## config.mk

```make
export PLATFORM = sky130hd
export DESIGN_NAME = utf8_stream_decoder
export DESIGN_NICKNAME = d
export VERILOG_FILES = /design/src/rtl/utf8_stream_decoder.sv
export SDC_FILE = /design/constraint.sdc
export NUM_CORES = 1
export LEC_CHECK = 0
export ABC_AREA = 1
export CAP_MARGIN = 30
export CORE_AREA = 2 2 131 146
export CTS_CLUSTER_DIAMETER = 80
export DETAILED_ROUTE_END_ITERATION = 10
export DIE_AREA = 0 0 133 148
export PLACE_DENSITY = 0.82
export SLEW_MARGIN = 20
export SYNTH_ARGS = -nofsm -noshare
export SYNTH_HDL_FRONTEND = slang
export SYNTH_SLANG_ARGS = --single-unit
```

## constraint.sdc

```tcl
create_clock -name clk -period 3.35 [get_ports clk]
set_input_delay 0.67 -clock clk [delete_from_list [all_inputs] [get_ports clk]]
set_output_delay 0.67 -clock clk [all_outputs]
set_load 0.005 [all_outputs]
```

## src/rtl/utf8_stream_decoder.sv

```systemverilog
// Streaming UTF-8 byte-to-code-point decoder with a record FIFO on the output.
// Optional build macro UTF8_PROPS_EN adds per-record character-property flags (out_props).
module utf8_stream_decoder #(
    parameter int unsigned MAX_LEN    = 4,
    parameter int unsigned FIFO_DEPTH = 4
) (
    input  logic        clk,
    input  logic        rst,
    input  logic        chk_range,
    input  logic [7:0]  in_data,
    input  logic        in_valid,
    output logic        in_ready,
    input  logic        flush,
    output logic [31:0] out_cp,
    output logic [4:0]  out_err,
`ifdef UTF8_PROPS_EN
    output logic [4:0]  out_props,
`endif
    output logic        out_valid,
    input  logic        out_ready
);

    localparam int unsigned AW = $clog2(FIFO_DEPTH);
    localparam logic [4:0] ERR_RETRY   = 5'b10001;
    localparam logic [4:0] ERR_INVALID = 5'b10010;

    typedef enum logic [1:0] {IDLE, CONT, REPLAY} state_t;

    state_t      state, n_state;
    logic [2:0]  need, n_need, len, n_len;
    logic [30:0] cp, n_cp, acc;
    logic [7:0]  hold_byte, n_hold, cur;
    logic        flush_pending, n_fpend;
    logic        proc, push, pop, full, ovl, nu;
    logic [30:0] push_cp;
    logic [4:0]  push_err;

    logic [30:0] mem_cp  [FIFO_DEPTH];
    logic [4:0]  mem_err [FIFO_DEPTH];
    logic [AW-1:0] wr_ptr, rd_ptr;
    logic [AW:0]   count;

    function automatic logic [30:0] min_cp(input logic [2:0] l);
        case (l)
            3'd2:    min_cp = 31'h80;
            3'd3:    min_cp = 31'h800;
            3'd4:    min_cp = 31'h10000;
            3'd5:    min_cp = 31'h200000;
            default: min_cp = 31'h4000000;
        endcase
    endfunction

    assign full      = (count == (AW+1)'(FIFO_DEPTH));
    assign out_valid = (count != '0);
    assign pop       = out_valid && out_ready;
    assign in_ready  = !full && (state != REPLAY);
    assign out_cp    = out_valid ? {1'b0, mem_cp[rd_ptr]} : '0;
    assign out_err   = out_valid ? mem_err[rd_ptr] : '0;

    always_comb begin
        n_state  = state;
        n_need   = need;
        n_len    = len;
        n_cp     = cp;
        n_hold   = hold_byte;
        n_fpend  = flush_pending;
        push     = 1'b0;
        push_cp  = '0;
        push_err = '0;
        acc      = '0;
        ovl      = 1'b0;
        nu       = 1'b0;
        cur      = (state == REPLAY) ? hold_byte : in_data;
        // A held byte only replays once its possible record has a free slot.
        proc     = (state == REPLAY) ? !full : (in_valid && in_ready);

        if (proc) begin
            if (state == CONT) begin
                if (cur[7:6] == 2'b10) begin
                    acc    = {cp[24:0], cur[5:0]};
                    n_cp   = acc;
                    n_need = need - 3'd1;
                    if (need == 3'd1) begin
                        ovl      = (acc < min_cp(len));
                        nu       = chk_range && (acc > 31'h10FFFF);
                        push     = 1'b1;
                        push_cp  = acc;
                        push_err = {ovl | nu, nu, ovl, 1'b0, 1'b0};
                        n_state  = IDLE;
                    end
                end else begin
                    push     = 1'b1;
                    push_cp  = cp;
                    push_err = ERR_RETRY;
                    n_hold   = cur;
                    n_state  = REPLAY;
                end
            end else begin
                n_state = IDLE;
                if (cur[7] == 1'b0) begin
                    push    = 1'b1;
                    push_cp = {23'd0, cur};
                end else if (cur[7:5] == 3'b110) begin
                    n_cp = {26'd0, cur[4:0]}; n_len = 3'd2; n_need = 3'd1; n_state = CONT;
                end else if (cur[7:4] == 4'b1110) begin
                    n_cp = {27'd0, cur[3:0]}; n_len = 3'd3; n_need = 3'd2; n_state = CONT;
                end else if (cur[7:3] == 5'b11110) begin
                    n_cp = {28'd0, cur[2:0]}; n_len = 3'd4; n_need = 3'd3; n_state = CONT;
                end else if (MAX_LEN == 6 && cur[7:2] == 6'b111110) begin
                    n_cp = {29'd0, cur[1:0]}; n_len = 3'd5; n_need = 3'd4; n_state = CONT;
                end else if (MAX_LEN == 6 && cur[7:1] == 7'b1111110) begin
                    n_cp = {30'd0, cur[0]};   n_len = 3'd6; n_need = 3'd5; n_state = CONT;
                end else begin
                    push     = 1'b1;
                    push_cp  = {23'd0, cur};
                    push_err = ERR_INVALID;
                end
            end
        end

        // Flush acts on the post-byte state; it waits if this cycle's slot is taken or a replay is due.
        if (flush || flush_pending) begin
            if (n_state == CONT) begin
                if (!push && !full) begin
                    push     = 1'b1;
                    push_cp  = n_cp;
                    push_err = ERR_INVALID;
                    n_state  = IDLE;
                    n_fpend  = 1'b0;
                end else begin
                    n_fpend = 1'b1;
                end
            end else if (n_state == REPLAY) begin
                n_fpend = 1'b1;
            end else begin
                n_fpend = 1'b0;
            end
        end
    end

    always_ff @(posedge clk) begin
        if (rst) begin
            state         <= IDLE;
            need          <= '0;
            len           <= '0;
            cp            <= '0;
            hold_byte     <= '0;
            flush_pending <= 1'b0;
            wr_ptr        <= '0;
            rd_ptr        <= '0;
            count         <= '0;
        end else begin
            state         <= n_state;
            need          <= n_need;
            len           <= n_len;
            cp            <= n_cp;
            hold_byte     <= n_hold;
            flush_pending <= n_fpend;
            if (push) wr_ptr <= wr_ptr + 1'b1;
            if (pop)  rd_ptr <= rd_ptr + 1'b1;
            count <= count + (AW+1)'(push) - (AW+1)'(pop);
        end
    end

    always_ff @(posedge clk) begin
        if (push) begin
            mem_cp[wr_ptr]  <= push_cp;
            mem_err[wr_ptr] <= push_err;
        end
    end

`ifdef UTF8_PROPS_EN
    logic [4:0] mem_props [FIFO_DEPTH];

    function automatic logic [4:0] props_of(input logic [30:0] c);
        logic ctl, sur, hi, prv, nch;
        ctl = (c < 31'h20) || (c >= 31'h7F && c <= 31'h9F);
        sur = (c >= 31'hD800) && (c <= 31'hDFFF);
        hi  = (c > 31'h10FFFF);
        prv = (c >= 31'hE000 && c <= 31'hF8FF) || (c >= 31'hF0000 && c <= 31'hFFFFD) ||
              (c >= 31'h100000 && c <= 31'h10FFFD);
        nch = (c >= 31'hFDD0 && c <= 31'hFDEF) || (c[15:0] >= 16'hFFFE && !hi);
        props_of = {nch, prv, hi, sur, ctl};
    endfunction

    always_ff @(posedge clk) begin
        if (push) mem_props[wr_ptr] <= props_of(push_cp);
    end

    assign out_props = out_valid ? mem_props[rd_ptr] : '0;
`endif

endmodule

```

# After elaboration in Yosys (flattened, before gate mapping)
# Memories as Yosys holds them, arrays and structs flattened. A register that Yosys moved wholly into a read port is not among the register bits.
# Cells that the tools add are included.
# word_totals
ramBits	144
register_bits	55
n_memories	2
elab_cells	130
out_inout_bits	39
# memory_table
name	words	width	read_ports	rd_ports_with_merged_regs	wr	line_no	text
mem_cp	4	31	1	1	1	38	logic [30:0] mem_cp [FIFO_DEPTH];
mem_err	4	5	1	1	1	39	logic [4:0] mem_err [FIFO_DEPTH];
# op_classes
muxes	78
bitwise_logic	3
reduce_logical	15
addsub	5
order_cmp	2
n_eq_ne	16
# ops
cell	n
$mux W31	19
$pmux W27 S4	1
$mux W5	12
$mux W8	5
$gt A31 B21 Y1 const B	1
$lt A31 B31 Y1	1
$mux W3	9
$mux W2	11
$mux W1	21
$eq A3 B3 Y1 const B	4
$reduce_and A4 Y1	2
$eq A2 B2 Y1 const B	3
$eq A3 B2 Y1 const B	2
$reduce_bool A3 Y1	2
$eq A5 B5 Y1 const B	1
$logic_and A1 B1 Y1	5
$add A2 B1 Y2 const B	2
$eq A2 B1 Y1 const B	2
$eq A4 B4 Y1 const B	1
$reduce_bool A4 Y1	1
$add A3 B1 Y3	1
$eq A3 B1 Y1 const B	1
$reduce_and A3 Y1	1
$sub A3 B1 Y3	1
8 further kinds	10

# Logic depth before layout (Yosys ltp)
# logic_depth
ltp_word	16
depth_mapped	16
mapped_depth_nobuf	15

# Worst setup path before layout
# OpenSTA, ideal clock, no wires.
# synth_timing
path_type	in2reg
from	in in_valid
to	mem mem_cp[0][0] (enable)
required_ps	2959
path_buffers	0
stages	9
slack_ps	661
setup_ps	391
t_arrival_ps	2298
path_cell_list	inv_1 nand2_1 nand2_2 nor2_4 nand2_2 nand2_2 o31ai_4 nand2_1 inv_1
# synth_via
elab_chain_len	10
elab_cells_between_ends	12
# synth_lines
item	line_no	text
start, declared	11	input logic in_valid,
$logic_and A1 B1 Y1 *	75	proc = (state == REPLAY) ? !full : (in_valid && in_ready);
$mux W1 *	75	
$mux W1	77	if (proc) begin
$logic_not A1 Y1	124	if (!push && !full) begin
$logic_and A1 B1 Y1	124	
$mux W1	124	
$mux W1	123	if (n_state == CONT) begin
$mux W1 *	122	if (flush || flush_pending) begin
net push	34	logic proc, push, pop, full, ovl, nu;
$mux W1 *	166	if (push) begin
$mux W1 (not written as such) *	167	mem_cp[wr_ptr] <= push_cp;
end, declared	38	
# Mark *: on every way through the listed nets, which the timed path passes. The rest lies on a longest branch.

# Worst setup path in the final report
# layout_timing
from	reg count[1]
to	out out_cp[2]
# layout_via
elab_chain_len	2
# layout_lines
item	line_no	text
start, declared	41	logic [AW:0] count;
start signal, assigned	161	count <= count + (AW+1)'(push) - (AW+1)'(pop);
$reduce_bool A3 Y1	54	assign out_valid = (count != '0);
$mux W31	57	assign out_cp = out_valid ? {1'b0, mem_cp[rd_ptr]} : '0;
end, declared	14	output logic [31:0] out_cp,
# Every way passes these cells.

==> summary.md <==
| Metric | Value |
|---|---|
| Status | finished clean |
| Share of cells above drive strength 1 | ~8.1% |
| Total GRT Usage | about 22% |
| Sequential-to-total area share from yosys stat | between 50% and 60% |
| Delay-heaviest family, CP | buffers and inverters |
| Synth Register Bits | approximately 200 |
| Max-slew violation count | 0 |
| Worst r2r src | state[0] |
| Global route total overflow | 0 |
| Cells along the critical path | nor3_2 > buf_4 > buf_4 > a21oi_1 > clkdlybuf4s50_1 |
| Worst setup SP type | flop |
| Core area | 18200 um2 |
| Fin. Hold Viols | 0 |
| Filler cells | 1486 |
| Root Buffer | clkbuf_16 |
| WL final | about 22000 um |
| Total power | roughly 8 mW |
| WP buf/inv | 3 |
| CTS tree | built |
| Vias in the first global route | around 7300 |
| Worst R2R Path Depth | 10 |
| CP most frequent cell | buf_4 |
| First-pass GRT wire length | approximately 35000 um |
| Ports | between 50 and 60 |
| Setup Buffers After CTS | 0 |
| WHS Path Cells | 2 |
| Net Count, Synth | roughly 1100 |
| Yosys warnings | 0 |
| Skew-Pair Late Insertion Delay | approximately 0.50 ns |
| Placed Cells incl. Taps | 1307 |
| H-tree Lvls | 1 |
| Clk_skew | roughly 0.012 ns |
| Post-synth EDFFs | roughly 140 |
| Per-cell routed wire length | roughly 16 um |
| Final nets | 1114 |
| Routed via count | approximately 7400 |
| Slew HR | around 62% |
| Share of the synthesized area in the top cell type | 45.8% |
| Leakage | 4.09 nW |
| Final Setup Violations | 0 |
| Initial Utilization | between 50% and 60% |
| Worst-Margin Slew | 0.559 ns |
| Post-route insts no fill | about 1300 |
| DP HPWL | between 10000 and 15000 um |
| Die H | 148 um |
| Reg clk slew, reported paths | 0.07 ns |
| # port buffers | between 50 and 60 |
| Share of synthesized registers carrying an async set or reset | 0% |
| Yosys cell types | between 40 and 50 |
| RSZ-0062 raised after global routing | false |
| Area leader, netlist | edfxtp_1 |
| Die area | 19700 um2 |
| Max-cap violations | 0 |
| Final TNS setup | 0 ns |
| First drt pass iteration count | 6 |
| Syn_area_per_cell | 8.99 um2 |
| F_max | between 300 and 400 MHz |
| DIE WIDTH | between 100 and 150 um |
| Placer Congestion | 0.866 |
| CTS buffer count | 21 |
| Clock Path Buffers | 3 |
| FP Rows | 52 |
| Ys flop type | edfxtp_1 |
| CP Max Fanout | 21 |
| Min cycle time layout | 2.93 ns |
| CP endpoint kind | primary output |
| Routed Antenna Nets | 0 |
| Slowest stage delay, CP | 0.55 ns |
| Critical path depth | 5 |
| Period utilization | approximately 87% |
| Post-CTS Resized | 0 |
| Hold_buf cts | 0 |
| Post-route DRC | 0 |
| CTS Sinks | 201 |
| Most area-consuming cells after synthesis | edfxtp_1, dfxtp_1, nor2_1 |
| Layout area overhead | 14.9% |
| Worst R2R End | mem_cp[2][20] |
| Largest net degree at the start of global routing | 73 |
| WS Path Type | reg2out |
| Worst R2R Setup Slack | 0.60 ns |
| Worst hold path type | reg2reg |
| Worst VDD drop | roughly 0.36 mV |
| Hold EP | need[1] |
| CP arrival | between 2 and 2.5 ns |
| Crit-path slowest cell | clkdlybuf4s50_1 |
| Starting DRC count in detailed routing | ~620 |
| Min-delay src | need[1] |
| Cells after Synth | 1051 |
| Initial antenna violation count | 0 |
| Worst Path Required | about 2.7 ns |
| PD cells | between 700 and 800 nW/um2 |
| Area of the mapped netlist | between 9000 and 10000 um2 |
| Routed vias/inst | around 5.5 |
| # diodes | 0 |
report_power, final:
| group | total, mW | leakage (nW) | switching [mW] | internal, mW |
|---|---|---|---|---|
| clock | 2.19 | 0.312 | 0.926 | 1.27 |
| combinational | 2.55 | 1.99 | 1.53 | 1.02 |
| sequential | 3.31 | 1.79 | 0.143 | 3.17 |
| total | 8.05 | 4.09 | 2.60 | 5.46 |
sequential cells by signal (all words and copies together), names as in the netlist, 2 cells and up, named ones only:
signal and flops:
hold_byte 8, state 2, mem_err 20, rd_ptr 2
mem_cp 124, len 3, need 3, count 3
cp 31, wr_ptr 2
cells in the mapped netlist, types with 4 or more instances:
cell	n
a21oi_1	109
a21oi_2	7
a31oi_1	4
buf_1	8
buf_2	7
buf_6	4
clkbuf_1	31
dfxtp_1	57
edfxtp_1	144
ha_1	12
inv_1	66
inv_2	6
nand2_1	188
nand2_2	10
nand2_4	4
nand3_1	33
nand4_1	4
nor2_1	191
nor2_2	5
nor3_1	7
o21ai_0	104
o22ai_1	16
or2_2	4
worst max-delay path by stage:
stage	from	endpoint	slack, ns
floorplan	in_valid	mem_cp[0][0]	0.66
global placement	in_valid	mem_cp[1][7]	0.37
detailed placement	in_valid	mem_cp[1][20]	0.21
CTS	flop	out_cp[0]	0.40
global route	flop	out_cp[12]	0.28
finish	count[1]	out_cp[2]	0.42
through the flow:
stage	setup slack [ns]	utilization [%]	hold WS (ns)	cell area [um2]
2_1_floorplan	0.661	-	0.429	9450
3_3_place_gp	0.369	56.2	0.451	10200
3_5_place_dp	0.215	56.2	0.461	10200
4_1_cts	0.398	59.8	0.471	10900
5_1_grt	0.284	59.8	0.480	10900
6_report	0.425	59.8	0.468	10900
worst min-delay path: stages, from the launching register on:
cell and delay (ns):
dfxtp_1 0.31, nand2_1 0.06, a21oi_1 0.05
placed cells by master, fill, tap and decap left out, types with 4 or more instances in the layout:
cell	n
a21oi_2	7
nand2_2	10
nand2_4	4
clkbuf_1	7
nor2_2	5
clkdlybuf4s50_1	51
a21oi_1	109
dfxtp_1	56
nand3_1	33
ha_1	12
a31oi_1	4
nand4_1	4
o21ai_0	104
nor3_1	6
buf_12	6
or2_2	4
inv_1	66
o22ai_1	16
edfxtp_1	144
buf_4	9
nand2_1	188
clkinv_1	4
clkbuf_16	21
inv_2	6
nor2_1	191
final cells by class:
cell class                 instances  area [um2]  area share [%]
clock buffer                      29         566            5.21
tap                              243         304            2.80
timing repair buffer              66         698            6.43
inverter                          73         274            2.52
sequential                       201        5470            50.3
multi-input combinational        724        3470            31.9
clock inverter                     9        83.8           0.772
cells by family after synthesis:
group                    after synthesis  synth area share, %
XOR/XNOR                               2                0.185
other                                  1               0.0397
flip-flops                           201                 57.8
AO/OA/AOI/OAI                        253                 14.6
adder cells (fa/ha/maj)               13                 1.80
buffers and inverters                126                 5.53
AND/OR/NAND/NOR                      455                 20.0
layer usage:
metal	share of wire [%]	routed length (um)	global-route usage (%)
met1	40	8640	27.0
met4	2.9	631	9.03
met5	0	0	0
met2	51	11100	40.1
met3	5.7	1240	2.81
Note: power is estimated with default switching activity, not from simulation.
